File: src/rtl/pwm_shadow.sv
// pwm_shadow: PWM generator with a one-deep shadowed config slot.
// Configs are staged in a pending slot and swapped in at cycle boundaries.
//
// Parameters:
//   W          - counter and config field width
//   PERIOD_RST - active period value after reset
// Ports:
//   clk        - system clock, rising edge
//   rst        - asynchronous active-high reset
//   en         - run enable; low holds the counter at 0
//   cfg_valid  - config offer from the upstream controller
//   cfg_period - requested period P (cycle length P+1)
//   cfg_duty   - requested high time D in clocks
//   cfg_offset - requested rising-edge position O
//   cfg_ready  - pending slot empty
//   out        - registered PWM output, aligned with cnt
//   period_end - strobe on the last count of a cycle
//   cnt        - current count, registered
module pwm_shadow #(
    parameter int unsigned W          = 8,
    parameter int unsigned PERIOD_RST = 255
) (
    input  logic         clk,
    input  logic         rst,
    input  logic         en,
    input  logic         cfg_valid,
    input  logic [W-1:0] cfg_period,
    input  logic [W-1:0] cfg_duty,
    input  logic [W-1:0] cfg_offset,
    output logic         cfg_ready,
    output logic         out,
    output logic         period_end,
    output logic [W-1:0] cnt
);

    typedef struct packed {
        logic [W-1:0] period;
        logic [W-1:0] duty;
        logic [W-1:0] offset;
    } cfg_t;

    localparam cfg_t ACT_RST = '{
        period: W'(PERIOD_RST),
        duty:   '0,
        offset: '0
    };

    cfg_t act_q;
    cfg_t pend_q;
    logic pend_full;
    logic running;

    cfg_t         act_nxt;
    logic [W-1:0] cnt_nxt;
    logic         out_nxt;
    logic         pe_nxt;
    logic         start;
    logic         wrap;
    logic         xfer;
    logic         accept;

    // High-window test; the end bound is W+1 bits so O+D never wraps.
    function automatic logic in_window(
        input logic [W-1:0] k,
        input cfg_t         c
    );
        logic [W:0] lim;
        lim = {1'b0, c.offset} + {1'b0, c.duty};
        return (k >= c.offset) && ({1'b0, k} < lim);
    endfunction

    assign cfg_ready = !pend_full;
    assign accept    = cfg_valid && !pend_full;

    // The first enabled edge after idle loads cnt=0 so that the
    // cnt=0 cycle of a fresh run has a correct out/period_end.
    assign start = en && !running;
    assign wrap  = running && (cnt == act_q.period);

    // Any cycle boundary (wrap, run start, or idle) swaps the
    // pending config in.
    assign xfer = pend_full && (!en || start || wrap);

    always_comb begin
        act_nxt = xfer ? pend_q : act_q;
        cnt_nxt = '0;
        if (en && !start && !wrap) begin
            cnt_nxt = cnt + W'(1);
        end
        // out and period_end come from next-state values so they
        // line up with the registered cnt.
        out_nxt = en && in_window(cnt_nxt, act_nxt);
        pe_nxt  = en && (cnt_nxt == act_nxt.period);
    end

    always_ff @(posedge clk or posedge rst) begin
        if (rst) begin
            cnt        <= '0;
            out        <= 1'b0;
            period_end <= 1'b0;
            running    <= 1'b0;
            pend_full  <= 1'b0;
            pend_q     <= '0;
            act_q      <= ACT_RST;
        end else begin
            cnt        <= cnt_nxt;
            out        <= out_nxt;
            period_end <= pe_nxt;
            running    <= en;
            act_q      <= act_nxt;
            // Transfer and capture never coincide: a transfer needs
            // pend_full, which blocks acceptance.
            if (xfer) begin
                pend_full <= 1'b0;
            end else if (accept) begin
                pend_q    <= '{
                    period: cfg_period,
                    duty:   cfg_duty,
                    offset: cfg_offset
                };
                pend_full <= 1'b1;
            end
        end
    end

endmodule

File: config.mk
export PLATFORM = sky130hd
export DESIGN_NAME = pwm_shadow
export DESIGN_NICKNAME = d
export VERILOG_FILES = /design/src/rtl/pwm_shadow.sv
export SDC_FILE = /design/constraint.sdc
export NUM_CORES = 1
export LEC_CHECK = 0
export ABC_AREA = 1
export CORE_ASPECT_RATIO = 1.5
export CORE_MARGIN = 2
export CORE_UTILIZATION = 57
export DETAILED_ROUTE_END_ITERATION = 10
export PLACE_DENSITY = 0.81
export SLEW_MARGIN = 15
export SYNTH_ARGS = -nofsm -noshare
export SYNTH_HDL_FRONTEND = slang
export SYNTH_SLANG_ARGS = --single-unit
File: constraint.sdc
create_clock -name clk -period 4 [get_ports clk]
set_clock_uncertainty 0.2 [all_clocks]
set_input_delay 0.8 -clock clk [delete_from_list [all_inputs] [get_ports clk]]
set_output_delay 0.8 -clock clk [all_outputs]
set_load 0.01 [all_outputs]
* Word level (Yosys, flattened, before mapping) *
Cells that the tools add are included.

storage, ports and cells
  register bits = 60
  input bits = 28
  output and inout bits = 11

operators by class
  add/sub/neg operators = 2
  order comparisons = 2
  equal/unequal tests = 2
  muxes and demuxes = 4
  bitwise operators = 1
  reduce and logical (&&, ||, !) cells = 18

operators by type and width
  cell                                          count
  2-to-1 mux 24 bit                             1
  == test 8 bit                                 2
  adder 8 x 8 -> 9 bit                          1
  logical AND 1 bit                             9
  less-than comparator 8 x 9 -> 1 bit           1
  adder 8 x 1 -> 8 bit (second input constant)  1
  >= comparator 8 bit                           1
  2-to-1 mux 8 bit                              1
  zero test 1 bit                               5
  logical OR 1 bit                              2
  2-to-1 mux 1 bit                              2
  AND reduction 2 bit                           1
  nonzero test 2 bit                            1
  NOT 1 bit                                     1

* Longest topological paths before layout *
  depth in word-level cells = 10
  depth in mapped cells = 33
  gate-level depth less buffers = 32

* Worst setup path after synthesis *
OpenSTA, ideal clock, no wires.

  path kind = input-to-reg
  from = in en
  to = reg out
  arrival time = 3,195 ps
  required time = 3,737 ps
  slack = 542 ps
  stages on the path = 27
  path buffers = 2
  cells stage by stage = nand2_1 > inv_1 > nand2_4 > nand2_4 > buf_6 > buf_4 > nand2_1 > nand2_1 > ha_1 > ha_1 > inv_1 > nand2_1 > nand3_2 > nand2_2 > xnor2_1 > ha_1 > nand2_1 > nor2_1 > a211oi_1 > nand2_1 > nand3_1 > nand2_1 > nand2_1 > nand2_1 > nand3_1 > nand2_1 > inv_1

RTL lines
  element               RTL line  RTL
  from (decl)           25        input logic en,
  to (signal assigned)  107       out <= out_nxt;
  to (decl)             31        output logic out,

==> results by group <==
Setup path
  • WP data required: 4100 ps
  • Max stage delay on crit path: 480 ps
  • Worst Path Buf+Inv: 7
  • Top cell by count, worst path: nand2_1
  • Delay-heaviest family, CP: simple AND/OR/NAND/NOR gates
  • Crit path DAT: 3770 ps
  • CP Max Fanout: 15
  • Element type at the critical path end: flip-flop
  • Critical Path Start Type: input port
  • Critical-path top delay cell: clkdlybuf4s50_1
  • Crit Path Class: input port to flip-flop

Die
  • Cell row count: 34
  • Num ports: 39
  • Initial cell density of the core: 59.51%
  • Die Width: 67.92 µm
  • Core area: 0.005871 mm²
  • DIE HEIGHT: 99.88 µm
  • Full die area: 0.006784 mm²

Placed design
  • Dpl cells: 529
  • I/O Buffers: 38
  • DP HPWL: 5561 µm
  • Placer Congestion: 0.9057
  • Placed cell area: 0.003980 mm²

Routing
  • Met1 WL: 2918 µm
  • Routed WL per cell: 13.37 µm
  • Post-Route WL: 7284 µm
  • Top Layer Used: met4
  • Routed vias: 2830
  • Drt first pass iters: 5
  • Met2 Wirelength: 3770 µm
  • Met3 WL: 285 µm
  • Final antenna-violating net count: 0
  • DRC violation count after routing: 0
  • Via-to-Cell Ratio: 5.193
  • DR iter-0 viols: 133

Synth
  • Largest area contributor in the netlist: dfrtp_1
  • Cells after synthesis: 417
  • #FFs+latches synth: 60
  • Synth warnings: 0
  • Seq/Total Area, Yosys: 43.27%
  • Synth unique cells: 33
  • Synth async-reset ratio: 100.0%
  • Post-synth top area share: 37.25%
  • Main synth FF type: dfrtp_1
  • Top post-synthesis cells by area: dfrtp_1 (37%), nand2_1 (13%), ha_1 (7.5%)
  • Avg Cell Area, Syn: 8.377 µm²
  • Mapped cell area: 0.003493 mm²
  • Post-Syn Nets: 466
  • Post-synth EDFFs: 0

Cells and area
  • Finished Core Util: 70.61%
  • Most common cell after layout, fill and taps aside: nand2_1
  • Fraction of layout cells with a size suffix above 1: 18.60%
  • Final instance area: 0.004145 mm²
  • Ant. Diodes: 0
  • NumNets Final: 517
  • Post-route insts no fill: 545
  • Commonest cells after routing, fill and taps aside: nand2_1 (121), dfrtp_1 (52), inv_1 (47)
  • Layout area overhead: 18.66%

CTS
  • Clk slew on worst S/H paths: 70 ps
  • Clock Sink Count: 60
  • CTS tree: built
  • Total CTS buffers: 9
  • # H-tree levels: 3
  • Clock Tree Buf Depth: 2
  • Clock root buffer: clkbuf_8
  • Skew-Pair Late Insertion Delay: 360 ps

Power and ir drop
  • Pwr Total: 2.007 mW
  • PwrDens: 484.2 mW/mm²
  • P_leak: 2.134 nW
  • Max VDD drop: 370.1 µV

Status
  • Outcome: finished clean

STA
  • Fin. Hold Viols: 0
  • Max Clk Rate: 272.1 MHz
  • Slew HR: 30.15%
  • Least-Margin Pin Slew: 1045 ps
  • Fin. max-slew vios: 0
  • WHS: 283.1 ps
  • # setup viols final: 0
  • Unrepaired setup endpoints after global routing: no
  • Min Tclk post-route: 3675 ps
  • Final period util: 91.88%

Global route
  • Initial antenna violation count: 0
  • Largest net degree at the start of global routing: 61
  • Gr usage total: 25.06%
  • GR Overflow Total: 0
  • First-pass GRT wire length: 12590 µm
  • Vias in the first global route: 2880

Job
  • Max capacitance violation total: 0

Worst hold path
  • Worst Hold Class: flip-flop to flip-flop
==> metrics by stage <==
stage	setup WS [ps]	setup TNS [ps]
after floorplan	541.9	0
after global placement	62.57	0
after detailed placement	-81.20	-81.20
after CTS	270.8	0
after global routing	20.43	0
final	324.8	0
==> area by class of cell <==
cell class              instances  area, µm²
clock buffers                  10      127.6
clock inverters                 6      32.53
fillers                       477       1725
inverters                      53      198.9
multi-input cells             292       1699
flip-flops and latches         60       1511
well taps                      72      90.09
repair buffers                 52      485.5
==> cells in the mapped netlist, drive strengths merged, types with 2 or more instances <==
cell and number:
nor2 27, dfstp 8, o21ai 15, mux2 17, nand3 24, ha 21
inv 53, or2 2, xor2 6, dfrtp 52, buf 10, nand3b 7
nand2 140, nor3 2, clkbuf 2, a211oi 4, a21oi 15, xnor2 9
==> metal layers <==
layer | global-route usage (%) | vias to the layer above
met2 | 41.22 | 61
met3 | 7.063 | 23
met5 | 0 | -
met1 | 27.97 | 1330
met4 | 15.08 | 0
li1 | - | 1416
==> worst reg2reg max path: cells and delay by family (launching register included) <==
| kind | cells | cell delay, ps |
|---|---|---|
| flops | 1 | 540 |
| simple gates | 19 | 1470 |
| xor+xnor | 2 | 250 |
| buf+inv | 3 | 270 |
| fa+ha+maj | 3 | 710 |
| compound gates | 1 | 190 |
==> timing repair <==
| item | CTS | global route |
|---|---|---|
| resized for setup | 0 | 2 |
| setup endpoints to repair | 0 | 1 |
| hold buffers | 0 | 0 |
| buffers inserted | 0 | 0 |
==> cells by family after synthesis <==
kind of cell	share of synthesized area, %
mux	5.480
simple gates	25.86
flops	43.27
xor+xnor	3.976
compound gates	5.659
fa+ha+maj	7.521
buf+inv	8.238
==> sequential cells by signal (all words and copies together) (netlist names) <==
signal      flops
pend_q         24
pend_full       1
act_q          24
period_end      1
running         1
out             1
cnt             8
==> report_power, final <==
part	switching [mW]	internal, mW	total (mW)
registers	0.0648	0.740	0.805
logic	0.428	0.317	0.745
clock network	0.239	0.219	0.458
total	0.731	1.28	2.01
==> worst paths after layout <==
kind | from | cells past startpoint | slack, ps | to
max in group asynchronous | rst | 3 | 2300 | pend_q[13]$_DFFE_PP0P_
max reg2reg | act_q[23]$_DFF_PP1_ | 28 | 350 | out$_DFF_PP0_
max | en | 29 | 320 | out$_DFF_PP0_
min reg2reg | act_q[15]$_DFF_PP0_ | 2 | 280 | act_q[15]$_DFF_PP0_
min in group asynchronous | rst | 3 | 770 | pend_q[2]$_DFFE_PP0P_
min | act_q[15]$_DFF_PP0_ | 2 | 280 | act_q[15]$_DFF_PP0_
(Power assumes the default switching activity.)
